$ cat src/rtl/lsu_pkg.sv
// Shared definitions for the load/store unit: funct3 codes, FSM states,
// byte-lane write-enable decode and request error classification.
package lsu_pkg;

    localparam logic [2:0] F3_B  = 3'd0;
    localparam logic [2:0] F3_H  = 3'd1;
    localparam logic [2:0] F3_W  = 3'd2;
    localparam logic [2:0] F3_BU = 3'd4;
    localparam logic [2:0] F3_HU = 3'd5;

    typedef enum logic [1:0] {
        S_IDLE  = 2'd0,
        S_STORE = 2'd1,
        S_LOAD  = 2'd2,
        S_RESP  = 2'd3
    } lsu_state_t;

    // Byte enables for a store of the given width at the given lane offset.
    function automatic logic [3:0] lane_we(input logic [2:0] funct3, input logic [1:0] off);
        logic [3:0] w;
        case (funct3)
            F3_B:    w = 4'b0001 << off;
            F3_H:    w = 4'b0011 << off;
            F3_W:    w = 4'b1111;
            default: w = 4'b0000;
        endcase
        return w;
    endfunction

    // Illegal funct3 or misalignment; the range check lives with the caller
    // because it depends on the memory size parameter.
    function automatic logic req_bad(input logic store, input logic [2:0] funct3,
                                     input logic [1:0] off);
        logic illegal;
        logic misal;
        if (store) illegal = (funct3 > F3_W);
        else       illegal = (funct3 == 3'd3) || (funct3 == 3'd6) || (funct3 == 3'd7);
        misal = ((funct3[1:0] == 2'd1) && off[0]) ||
                ((funct3[1:0] == 2'd2) && (off != 2'd0));
        return illegal || misal;
    endfunction

endpackage

$ cat src/rtl/lsu_load_align.sv
// Load data extraction: picks the byte/half addressed by the lane offset
// out of the dmem word and sign- or zero-extends it to the full width.
module lsu_load_align
    import lsu_pkg::*;
#(
    parameter int XLEN = 32
) (
    input  logic [XLEN-1:0] drdata,
    input  logic [1:0]      off,
    input  logic [2:0]      funct3,
    output logic [XLEN-1:0] rdata
);

    logic [XLEN-1:0] shifted;

    assign shifted = drdata >> {off, 3'b000};

    // Width/sign selection on the lane-shifted word.
    always_comb begin
        rdata = '0;
        case (funct3)
            F3_B:    rdata = {{(XLEN-8){shifted[7]}}, shifted[7:0]};
            F3_H:    rdata = {{(XLEN-16){shifted[15]}}, shifted[15:0]};
            F3_W:    rdata = drdata;
            F3_BU:   rdata = {{(XLEN-8){1'b0}}, shifted[7:0]};
            F3_HU:   rdata = {{(XLEN-16){1'b0}}, shifted[15:0]};
            default: rdata = '0;
        endcase
    end

endmodule

$ cat src/rtl/lsu_dmem_ctrl.sv
// Load/store unit: accepts one request at a time, performs a single-cycle
// dmem access and returns a response held until the consumer takes it.
module lsu_dmem_ctrl
    import lsu_pkg::*;
#(
    parameter int XLEN       = 32,
    parameter int DMEM_BYTES = 128
) (
    input  logic            clk,
    input  logic            rst_n,
    input  logic            req_valid,
    output logic            req_ready,
    input  logic            req_store,
    input  logic [2:0]      req_funct3,
    input  logic [XLEN-1:0] req_addr,
    input  logic [XLEN-1:0] req_wdata,
    output logic            resp_valid,
    input  logic            resp_ready,
    output logic [XLEN-1:0] resp_rdata,
    output logic            resp_err,
    output logic [XLEN-1:0] daddr,
    output logic [XLEN-1:0] dwdata,
    output logic [3:0]      we,
    input  logic [XLEN-1:0] drdata
);

    lsu_state_t      state_q, state_d;
    logic            store_q, store_d;
    logic [2:0]      funct3_q, funct3_d;
    logic [XLEN-1:0] addr_q, addr_d;
    logic [XLEN-1:0] wdata_q, wdata_d;
    logic [XLEN-1:0] rdata_q, rdata_d;
    logic            err_q, err_d;

    logic [XLEN-1:0] load_data;
    logic            new_err;

    lsu_load_align #(.XLEN(XLEN)) u_align (
        .drdata (drdata),
        .off    (addr_q[1:0]),
        .funct3 (funct3_q),
        .rdata  (load_data)
    );

    assign new_err = req_bad(req_store, req_funct3, req_addr[1:0]) ||
                     (req_addr >= XLEN'(DMEM_BYTES));

    // State and latched request registers; reset aborts any access in flight.
    always_ff @(posedge clk or negedge rst_n) begin
        if (!rst_n) begin
            state_q  <= S_IDLE;
            store_q  <= 1'b0;
            funct3_q <= 3'd0;
            addr_q   <= '0;
            wdata_q  <= '0;
            rdata_q  <= '0;
            err_q    <= 1'b0;
        end else begin
            state_q  <= state_d;
            store_q  <= store_d;
            funct3_q <= funct3_d;
            addr_q   <= addr_d;
            wdata_q  <= wdata_d;
            rdata_q  <= rdata_d;
            err_q    <= err_d;
        end
    end

    // Next-state: latch in IDLE, one access cycle, then hold the response.
    always_comb begin
        state_d  = state_q;
        store_d  = store_q;
        funct3_d = funct3_q;
        addr_d   = addr_q;
        wdata_d  = wdata_q;
        rdata_d  = rdata_q;
        err_d    = err_q;
        case (state_q)
            S_IDLE: begin
                if (req_valid) begin
                    store_d  = req_store;
                    funct3_d = req_funct3;
                    addr_d   = req_addr;
                    wdata_d  = req_wdata;
                    rdata_d  = '0;
                    err_d    = new_err;
                    if (new_err)        state_d = S_RESP;
                    else if (req_store) state_d = S_STORE;
                    else                state_d = S_LOAD;
                end
            end
            S_STORE: state_d = S_RESP;
            S_LOAD: begin
                rdata_d = load_data;
                state_d = S_RESP;
            end
            S_RESP: begin
                if (resp_ready) state_d = S_IDLE;
            end
            default: state_d = S_IDLE;
        endcase
    end

    // Write enables come straight from state so reset kills them at once.
    assign we         = (state_q == S_STORE) ? lane_we(funct3_q, addr_q[1:0]) : 4'b0000;
    assign daddr      = addr_q;
    assign dwdata     = wdata_q << {addr_q[1:0], 3'b000};
    assign req_ready  = (state_q == S_IDLE);
    assign resp_valid = (state_q == S_RESP);
    assign resp_rdata = rdata_q;
    assign resp_err   = err_q;

endmodule

$ cat config.mk
export PLATFORM = sky130hd
export DESIGN_NAME = lsu_dmem_ctrl
export DESIGN_NICKNAME = d
export VERILOG_FILES = /design/src/rtl/lsu_pkg.sv /design/src/rtl/lsu_load_align.sv /design/src/rtl/lsu_dmem_ctrl.sv
export SDC_FILE = /design/constraint.sdc
export NUM_CORES = 1
export LEC_CHECK = 0
export CAP_MARGIN = 10
export CORE_ASPECT_RATIO = 0.5
export CORE_MARGIN = 2
export CORE_UTILIZATION = 43
export CTS_CLUSTER_SIZE = 24
export DETAILED_ROUTE_END_ITERATION = 7
export PLACE_DENSITY = 0.8
export SETUP_SLACK_MARGIN = 0.15
export SLEW_MARGIN = 0
export SYNTH_ARGS = -nofsm -noshare
export SYNTH_HDL_FRONTEND = slang
export SYNTH_SLANG_ARGS = --single-unit
$ cat constraint.sdc
create_clock -name clk -period 2.6 [get_ports clk]
set_input_delay 0.52 -clock clk [delete_from_list [all_inputs] [get_ports clk]]
set_output_delay 0.52 -clock clk [all_outputs]
set_load 0.05 [all_outputs]
* Word-level counts from Yosys, hierarchy flattened
Index checks and enable logic that the tools add are counted.
Word-level totals: bits in registers 102, logic and storage cells 52, output and inout bits 103
Operators by class: reduce and logical (&&, ||, !) cells 15, shift operators 4, muxes and demuxes 11, equality and inequality tests 14, order comparisons 2
Operators with widths (count):
- 32-bit case mux with 5 select lines | 1
- 32-bit case mux with 2 select lines | 1
- 32-bit by 8-bit greater-or-equal comparator with 1-bit output, second input constant | 1
- 32-bit two-way mux | 1
- 32-bit by 5-bit left shift with 32-bit output | 1
- 32-bit by 5-bit >> shifter with 16-bit output | 1
- 3-bit == test, second input constant | 4
- 4-bit case mux with 3 select lines | 1
- 2-bit two-way mux | 4
- 2-bit == test, second input constant | 3
- 3-bit by 2-bit == test with 1-bit output, second input constant | 2
- 2-bit case mux with 3 select lines | 1
- 2-bit AND reduction | 3
- 1-bit logical OR | 5
- 2-bit by 1-bit == test with 1-bit output, second input constant | 2
- 4-bit two-way mux | 1
- 2-bit nonzero test | 2
- 1-bit by 2-bit left shift with 4-bit output, first input constant | 1
- 2-bit by 2-bit left shift with 4-bit output, first input constant | 1
- 3-bit by 1-bit == test with 1-bit output, second input constant | 1
- 3-bit by 2-bit > comparator with 1-bit output, second input constant | 1
- 3-bit logical NOT | 1
- 1-bit logical AND | 2
- 2-bit logical NOT | 1
- other kinds (4) | 4

* Depth between registers and ports, before layout
Gate-level depths: netlist (run 1).
depth after elaboration 9, mapped depth 7, mapped depth without buffers 6

* Hierarchy
Synthesis (run 1) repeated with hierarchy kept, for this count alone.
Second synthesis, totals: cell total of the unflattened synthesis 461, area total of the unflattened synthesis 5350.1 um^2
Modules (own cells, without submodules):
- lsu_dmem_ctrl | cells each 347, instances 1, area each 4513.1 um^2, sequential area each 2552.4 um^2
- lsu_load_align | cells each 114, instances 1, area each 837.1 um^2, sequential area each 0.0 um^2

* Worst setup path after synthesis (run 1)
Ideal clock, no wire load.
path kind register to output, start point reg addr_q[1] (netlist: daddr[1]), end point out we[3], slack -0.501 ns, arrival 2.581 ns, required time 2.080 ns, buffers on the path 2, cell stages (with the launch flop) 6, path through dfrtp_1 buf_2 buf_1 nor2b_1 nor2_1 a211oi_1
On the way: longest elaborated chain between the ends 3, elaborated cells on any way between the ends 4, classes of those cells 2 x shift; 2 x mux
Ends and longest elaborated chain:
- start: declaration | RTL line lsu_dmem_ctrl.sv:30 | logic [XLEN-1:0] addr_q, addr_d;
- start signal: assignment | RTL line lsu_dmem_ctrl.sv:62 | addr_q <= addr_d;
- 2-bit by 2-bit left shift with 4-bit output / 1-bit by 2-bit left shift with 4-bit output (equally long branches) | RTL line lsu_pkg.sv:23, lsu_pkg.sv:22
- 4-bit case mux with 3 select lines * | RTL line lsu_pkg.sv:21 | case (funct3)
- 4-bit two-way mux * | RTL line lsu_dmem_ctrl.sv:105 | assign we = (state_q == S_STORE) ? lane_we(funct3_q, addr_q[1:0]) : 4'b0000;
- end: declaration | RTL line lsu_dmem_ctrl.sv:23 | output logic [3:0] we,
Mark *: on every way between the ends. The rest lies on a longest branch, timed or not.

* Worst setup path in the final report (run 1)
start point reg addr_q[1] (netlist: daddr[1]), end point out we[2]
The elaborated chain is that of the path after synthesis.

==> results_dict.tcl, run 1 <==
set metrics [dict create \
    status "finished, final reports clean" \
    async_flop_share 1.00 \
    grt_pass1_vias 4276 \
    p_clk_frac 0.125 \
    slew_headroom 0.445 \
    htreeDepth 3 \
    synth_edf_count 0 \
    syn_area_mm2 0.00502 \
    crit_fanout 9 \
    synthCells 416 \
    rsz0062_at_grt "false" \
    rows 27 \
    portBuffers 206 \
    max_freq_ghz 0.424 \
    crit_type "flip-flop to output pin" \
    grt-ovfl-total 0 \
    ys_seq_area_frac 0.509 \
    grt_pass1_wl_um 22900 \
    fillCellCount 756 \
    vdd_drop_max_v 0.00134 \
    drt-total-wl_um 15000 \
    cp.arrival_ns 1.84 \
    synth_nets 524 \
    maxSlewViolCount 0 \
    avgSynthCellArea_um2 12.1 \
    pwr-share-comb 0.660 \
    io_pins 207 \
    drt_pass1_iterations 4 \
    reg2regPathDepth 7 \
    drcViolationCount 0 \
    synth_largest_area_cell "dfrtp_1" \
    die_y_um 80.4 \
    yosysWarnings 0 \
    pwr-share-seq 0.215 \
    pwr_density_cell_mw_per_mm2 1650 \
    clk_path_buf_depth 2 \
    synth.top_cells.by_count "dfrtp_1 (102), mux2_2 (74), a221o_1 (31), nor2_1 (23), mux2i_1 (18)" \
    ys.flop_type "dfrtp_1" \
    ys_types 42 \
    reg2reg_slack_ns 0.45 \
    syn_to_final_growth_pct 62.8 \
    die-area_mm2 0.0126 \
    clkSlewWorstSetupHoldPaths_ns 0.07 \
    fin_crit_ns 2.36 \
    cts_tree "done" \
    hpwlAfterDp_um 11100 \
    p_leak_nw 3.44 \
    track_usage 0.237 \
    final.setup.tns_ns 0 \
    routabilityCongestion 0.807 \
    cts_inserted_buffers 9 \
    cp-start-kind "flip-flop" \
    worst_pin_slew_ns 0.828 \
    grt_max_degree 50 \
    min_path_type "input port to async pin" \
    p_int_mw 7.16 \
    r2r-end "resp_rdata[21]" \
    yosysMostFrequentCell "dfrtp_1" \
    p_sw_mw 6.31 \
    setup_ws_ns 0.242 \
    diodes 0 \
    synth_seq_cells 102 \
    power.share.switching 0.468 \
    root_buffer "clkbuf_16" \
    finalCritPeriodShare 0.907 \
    via_count 4314 \
    core_area_mm2 0.0112 \
    routedWlPerCell_um 19.0 \
    antenna_left 0 \
    drive_gt1_frac 0.310 \
    nNetsFinal 733 \
    setup_viol 0 \
    reg2reg_from "state_q[1]" \
    via_per_inst 5.47 \
    ys_top_cells_by_area "dfrtp_1 (51%), mux2_2 (17%), a221o_1 (6.2%)" \
    dieWidth_um 157 \
    cts.sinks 102 \
    clock_skew_ns 0.00583 \
    pre_cts_ws_ns 0.168 \
    cp.required_ns 2.08 \
    antenna_found_initial 0 \
    synth_top_area_share 0.509 \
    clk_latency_ns 0.34 \
    start_util 0.449 \
    cp-end-kind "output pin" \
    drtIter0Drc 230 \
    max_cap_violations 0 \
    hold_violations 0 \
]
==> placed cells by master (no fill, tap or decap), types with 9 or more instances in the layout <==
cell | netlist | layout
inv_1 | 11 | 11
dfrtp_1 | 102 | 100
nand2_1 | 11 | 10
and2_1 | 9 | 9
clkbuf_16 | 0 | 9
nor2_1 | 23 | 14
clkdlybuf4s50_1 | 0 | 166
nor2_2 | 2 | 10
a22oi_1 | 14 | 14
buf_4 | 1 | 27
mux2i_1 | 18 | 14
a221o_1 | 31 | 31
mux2_2 | 74 | 74
nor2b_1 | 11 | 11
buf_12 | 0 | 33
==> critical path, cell delays in order (launching register included) <==
cell and delay (ns):
dfrtp_4 0.50, buf_4 0.18, nor2b_1 0.20, a21oi_1 0.11
o21a_1 0.24, nor2_4 0.11, buf_12 0.15
==> power by group through the flow <==
stage	logic, mW	clock network, mW	registers, mW
global route	9.28	1.77	2.99
detailed placement	8.71	0	2.97
finish	8.89	1.68	2.90
global placement	8.59	0	2.93
CTS	8.83	1.71	2.91
floorplan	4.11	0	4.16
==> stage by stage <==
| step | total power, mW | area [µm²] | hold slack [ns] | utilization | std cells |
|---|---|---|---|---|---|
| 6_report | 13.5 | 8170 | 0.198 | 0.731 | 789 |
| 5_1_grt | 14.0 | 8170 | 0.231 | 0.731 | 789 |
| 4_1_cts | 13.4 | 8130 | 0.222 | 0.727 | 787 |
| 3_5_place_dp | 11.7 | 7720 | 0.486 | 0.691 | 768 |
| 3_3_place_gp | 11.5 | 7720 | 0.481 | 0.691 | 768 |
| 2_1_floorplan | 8.27 | 5150 | 0.224 | - | 416 |
==> kinds of logic after synthesis <==
| family | share of synthesized area |
|---|---|
| muxes | 0.206 |
| AOI/OAI and AO/OA | 0.147 |
| buffers and inverters | 0.0349 |
| DFF | 0.509 |
| adders and majority gates | 0.00998 |
| and+or+nand+nor | 0.0933 |
==> state kept, by name, summed over array words and instances (netlist names) <==
name,count
daddr,32
resp_rdata,32
wdata_q,32
funct3_q,3
state_q,2
resp_err,1
==> metal layers <==
| metal | vias to the layer above | GRT usage | share of wire |
|---|---|---|---|
| met2 | 183 | 0.412 | 0.50 |
| met4 | 0 | 0.0633 | 0.014 |
| met5 | - | 0 | 0 |
| met1 | 2130 | 0.302 | 0.42 |
| li1 | 1982 | - | - |
| met3 | 19 | 0.0518 | 0.066 |
==> how the worst max path moves through the flow <==
stage	depth (start not counted)	start	end
2_1_floorplan	5	daddr[1]	dwdata[29]
3_3_place_gp	5	req_valid	resp_rdata[25]
6_report	6	daddr[1]	we[2]
3_5_place_dp	5	req_valid	resp_rdata[24]
4_1_cts	5	daddr[0]	dwdata[24]
5_1_grt	4	daddr[1]	dwdata[7]
==> what timing repair did <==
action / CTS / global route
resized for setup: 2 / 7
endpoints found under the hold margin: 0 / 0
hold buffers: 0 / 0
setup endpoints to repair: 10 / 11
buffers inserted: 3 / 2
cloned: 0 / 0
==> area by class of cell <==
| class | instances | area [µm²] | area share |
|---|---|---|---|
| clock inverters | 6 | 138 | 0.0168 |
| flip-flops and latches | 102 | 2560 | 0.313 |
| clock buffers | 10 | 239 | 0.0292 |
| well taps | 159 | 199 | 0.0243 |
| repair buffers | 227 | 2540 | 0.311 |
| inverters | 11 | 41.3 | 0.00505 |
| multi-input cells | 274 | 2460 | 0.301 |
No activity file was read; power rests on OpenSTA's default activity.
==> run 2, diff against run 1 <==
--- a/config.mk
+++ b/config.mk
@@ -5,13 +5,13 @@
 export SDC_FILE = /design/constraint.sdc
 export NUM_CORES = 1
 export LEC_CHECK = 0
+export ABC_AREA = 1
 export CAP_MARGIN = 10
 export CORE_ASPECT_RATIO = 0.5
-export CORE_MARGIN = 2
-export CORE_UTILIZATION = 43
+export CORE_UTILIZATION = 45
 export CTS_CLUSTER_SIZE = 24
 export DETAILED_ROUTE_END_ITERATION = 7
-export PLACE_DENSITY = 0.8
+export PLACE_DENSITY = 0.82
 export SETUP_SLACK_MARGIN = 0.15
 export SLEW_MARGIN = 0
 export SYNTH_ARGS = -nofsm -noshare
==> run 2 against run 1 <==
Effect of this change: via count is 29% higher; design area is 1.4% higher; sequential power is 4% lower; largest power group unchanged.
==> results_dict.tcl, run 2 <==
set metrics [dict create \
    ys_seq_area_frac 0.468 \
    syn_to_final_growth_pct 51.8 \
    synthCells 745 \
    die_y_um 79.9 \
    root_buffer "clkbuf_16" \
    pre_cts_ws_ns 0.383 \
    grt_pass1_wl_um 26800 \
    synth_nets 853 \
    pwr-share-seq 0.218 \
    vdd_drop_max_v 0.000869 \
    max_freq_ghz 0.416 \
    fillCellCount 902 \
    ys_types 32 \
    start_util 0.479 \
    grt_pass1_vias 5345 \
    avgSynthCellArea_um2 7.32 \
    r2r-end "resp_rdata[4]" \
    cts_inserted_buffers 9 \
    slew_headroom 0.368 \
    drcViolationCount 0 \
    via_count 5564 \
    reg2reg_slack_ns 0.61 \
    cp.required_ns 2.08 \
    p_clk_frac 0.104 \
    synth_top_area_share 0.468 \
    diodes 0 \
    p_leak_nw 4.09 \
    most-common-layout-cells "nand2_1 (362), clkdlybuf4s50_1 (166), dfrtp_1 (100), o21ai_0 (48)" \
    multiInputGateArea_mm2 0.00250 \
    synth_seq_cells 102 \
    clk_latency_ns 0.35 \
    drt_pass1_iterations 4 \
    grt_max_degree 72 \
    grt-busiest-layer "met2" \
    clk_path_buf_depth 2 \
    cts_tree "done" \
    drtIter0Drc 384 \
    routabilityCongestion 0.899 \
    finalCritPeriodShare 0.925 \
    synth_edf_count 0 \
    setup_ws_ns 0.196 \
    drive_gt1_frac 0.110 \
    power.share.switching 0.518 \
    seqCellArea_mm2 0.00256 \
    cp-start-kind "flip-flop" \
    ys.flop_type "dfrtp_1" \
    grtUsageMet1 0.359 \
    reg2reg_from "state_q[0]" \
    synth_largest_area_cell "dfrtp_1" \
    met3_usage 0.0532 \
    pwr-share-comb 0.677 \
    maxSlewViolCount 0 \
    crit_type "flip-flop to output pin" \
    nNetsFinal 1045 \
    synth.top_cells.by_count "nand2_1 (363), dfrtp_1 (102), o21ai_0 (57), inv_1 (45), nor2_1 (45)" \
    syn_area_mm2 0.00546 \
    clock_skew_ns 0.00537 \
    cp-end-kind "output pin" \
    rows 27 \
    die-area_mm2 0.0126 \
    layout_commonest_cell "nand2_1" \
    drt-total-wl_um 17000 \
    antenna_found_initial 0 \
    crit_fanout 20 \
    htreeDepth 3 \
    worst_pin_slew_ns 0.947 \
    async_flop_share 1.00 \
    cts_setup_buffers 0 \
    p_sw_mw 6.58 \
    track_usage 0.279 \
    hpwlAfterDp_um 12400 \
    yosysWarnings 0 \
    p_int_mw 6.13 \
    via_per_inst 5.05 \
    max_cap_violations 0 \
    setup_viol 0 \
    grt-ovfl-total 0 \
    pwr_density_cell_mw_per_mm2 1530 \
    final.setup.tns_ns 0 \
    antenna_left 0 \
    cts.sinks 102 \
    ys_top_cells_by_area "dfrtp_1 (47%), nand2_1 (25%), o21ai_0 (5.2%)" \
    dieWidth_um 158 \
    io_pins 207 \
    status "finished, final reports clean" \
    ctsHoldBuffers 0 \
    portBuffers 206 \
    clkSlewWorstSetupHoldPaths_ns 0.07 \
    cp.arrival_ns 1.88 \
    routedWlPerCell_um 15.4 \
    yosysMostFrequentCell "nand2_1" \
    reg2regPathDepth 8 \
    rsz0062_at_grt "true" \
    core_area_mm2 0.0114 \
    hold_violations 0 \
    use_met2 0.477 \
    min_path_type "input port to async pin" \
    fin_crit_ns 2.40 \
]
## run 2: worst max path at each step
stage                   from          to  slack [ns]  cells after the start
floorplan           daddr[0]  dwdata[24]        0.08                      4
global placement    daddr[0]       we[2]        0.42                      5
detailed placement  daddr[0]       we[2]        0.38                      5
CTS                 daddr[0]       we[2]        0.18                      5
global route        daddr[1]   dwdata[5]        0.14                      4
finish              daddr[1]   dwdata[1]        0.20                      4
## run 2: cell families after synthesis
| group | Yosys count | share of synthesized area |
|---|---|---|
| flops | 102 | 0.468 |
| buf+inv | 91 | 0.0796 |
| simple gates | 458 | 0.350 |
| compound gates | 90 | 0.0938 |
| fa+ha+maj | 4 | 0.00917 |
## run 2: final cells by class
type | count | area share
Sequential cell | 102 | 0.309
Timing Repair Buffer | 218 | 0.305
Multi-Input combinational cell | 553 | 0.302
Clock buffer | 10 | 0.0288
Inverter | 53 | 0.0249
Tap cell | 159 | 0.0240
Clock inverter | 6 | 0.00664
## run 2: per-stage QoR
stage,hold WS (ns),power [mW],instance area [µm²],utilization,instances
after global placement,0.461,11.2,7980,0.701,1084
after global routing,0.231,13.4,8290,0.728,1101
after detailed placement,0.464,11.4,7980,0.701,1084
final,0.183,12.7,8290,0.728,1101
after CTS,0.208,12.7,8270,0.727,1100
after floorplan,0.224,7.98,5470,-,745
## run 2: repair_timing
action	4_1_cts	5_1_grt
endpoints found under the setup margin	24	14
cloned	0	1
gates resized for setup	3	2
pin swaps	0	2
## run 2: power by group through the flow
stage	clock network (mW)	registers, mW	logic (mW)
final	1.33	2.78	8.60
after global routing	1.42	2.86	9.13
after CTS	1.34	2.76	8.62
after detailed placement	0	2.76	8.59
after global placement	0	2.74	8.47
after floorplan	0	3.93	4.06
## run 2: layer usage
layer | part of all wire | routed length, µm | up-vias
met5 | 0 | 0 | -
met3 | 0.060 | 1020 | 33
met1 | 0.43 | 7360 | 2607
met4 | 0.023 | 384 | 0
li1 | - | - | 2717
met2 | 0.48 | 8240 | 207
## run 2: critical path: stages (launching register included)
cell	delay, ns
dfrtp_4	0.58
nor2_8	0.33
inv_4	0.17
nor2_1	0.27
buf_12	0.18
==> patch (flow settings as in run 2) <==
Make the reset (`rst_n`) synchronous in one clocked block.
--- a/src/rtl/lsu_dmem_ctrl.sv
+++ b/src/rtl/lsu_dmem_ctrl.sv
@@ -46,7 +46,7 @@
                      (req_addr >= XLEN'(DMEM_BYTES));
 
     // State and latched request registers; reset aborts any access in flight.
-    always_ff @(posedge clk or negedge rst_n) begin
+    always_ff @(posedge clk) begin
         if (!rst_n) begin
             state_q  <= S_IDLE;
             store_q  <= 1'b0;
Function: differs if rst_n is asserted again (counterexample within 4 cycles, from zero or initial values and one cycle with rst_n low); with rst_n held inactive, the same outputs for 4 cycles.
==> patch against run 2 <==
Synthesized area shrank 5.3%. Count of clock-buffer cells in the layout did not move. Worst setup slack improved by 87 ps. Highest routed layer unchanged. Utilization fell by 0.62 points. Final area down 3.5%. Critical endpoint is now we[2]. Non-clock buffer count is 6 higher. Sequential cell count stayed put. Power decreased by 27%. Sequential power shrank 19%. Die area down 5.2%. Sequential share of layout area is 5.3 points lower. Wire length decreased by 4.3%.
==> patch: results (changes against run 2) <==
Leakage Power = 0.003255 uW (-20%)
slowest cell on the critical path = dfxtp_2
synth cell count leaders = nand2_1, nor2_1, o21ai_0, dfxtp_1, a21oi_1
placed cell count = 1,065 (-1.8%)
status = complete, no violations
Rel. slew slack = 53.69% (+17 points)
most area-consuming cells after synthesis = dfxtp_1, nand2_1, o21ai_0
share of cells above drive strength 1 = 15.67% (+4.6 points)
CP Max Fanout = 8 (-60%)
Syn Area/Cell = 6.929 um2 (-5.4%)
worst vdd ir = 0.7012 mV (-19%)
first-pass GRT wire length = 26,200 um (-2.4%)
CP max stage delay = 450 ps (-130 ps)
via count = 5,699 (+2.4%)
detailed-route wire length = 16,280 um (-4.3%)
register area share after synthesis = 39.51% (-7.3 points)
Netlist cell types = 26 (-19%)
DR WL/cell = 15.03 um (-2.7%)
async set-reset flop share out of synthesis = 0% (-100 points)
post-place instance area = 7641 um2 (-4.2%)
syn_nets = 854 (+0.12%)
DP Wirelength = 11,620 um (-6.2%)
GRT Total Usage = 27.09% (-0.80 points)
hold crit path type = reg2reg
Initial DRC Count = 236 (-39%)
==> patch: changes by cell type after synthesis, sizes merged, moves of 7 or more <==
| cell | before | now |
|---|---|---|
| nand2 | 368 | 181 |
| dfrtp | 102 | 0 |
| dfxtp | 0 | 102 |
| nor2 | 49 | 130 |
| a21oi | 8 | 65 |
| o21ai | 60 | 111 |
| clkbuf | 16 | 30 |
| a22oi | 9 | 16 |
==> patch: final cells by class <==
cell class	count	area, um2
multi-input cells	551	2771
inverters	45	177.7
repair buffers	224	2496
fillers	842	3085
clock inverters	6	92.59
well taps	145	181.4
flip-flops and latches	102	2047
clock buffers	10	229.0
==> patch: power by group <==
group          switching, uW  internal, uW  leakage [uW]
combinational           3570          2050       0.00227
sequential               267          1980      0.000839
clock                    620           852      0.000150
==> patch: kinds of logic after synthesis <==
logic type	after synthesis	synth area share [%]
compound gates	193	21.23
fa+ha+maj	4	0.9683
buf+inv	93	7.940
flops	102	39.51
simple gates	354	30.36
==> patch: repair_timing <==
| item | in CTS | in global routing |
|---|---|---|
| buffers inserted | 0 | 2 |
| endpoints found under the setup margin | 11 | 11 |
| pin swaps | 0 | 1 |
| resized for setup | 4 | 12 |
| cloned | 0 | 0 |
==> patch: worst paths after layout <==
kind                  from       endpoint  slack (ps)  cells after the start
max               daddr[1]          we[2]         280                      8
min          resp_rdata[6]  resp_rdata[6]         470                      2
max reg2reg       daddr[1]  resp_rdata[8]         760                      9
min reg2reg  resp_rdata[6]  resp_rdata[6]         470                      2
==> patch: metrics by stage <==
step,hold slack (ps),setup WS [ps]
6_report,465.6,282.8
5_1_grt,493.8,163.9
4_1_cts,466.3,159.6
3_5_place_dp,458.0,375.3
3_3_place_gp,457.3,418.7
2_1_floorplan,456.0,-133.0
==> patch: routing by layer <==
layer	GRT usage [%]	up-vias	wire length [um]
li1	-	2795	-
met1	31.11	2665	6661
met2	47.77	196	8086
met3	6.927	43	1029
met4	12.30	0	499
met5	0	-	0
==> patch: worst max-delay path: cells and delay by family (launching register included) <==
family	cells	cell delay [ps]
AOI/OAI and AO/OA	3	240
buffers and inverters	4	590
DFF	1	450
and+or+nand+nor	1	170
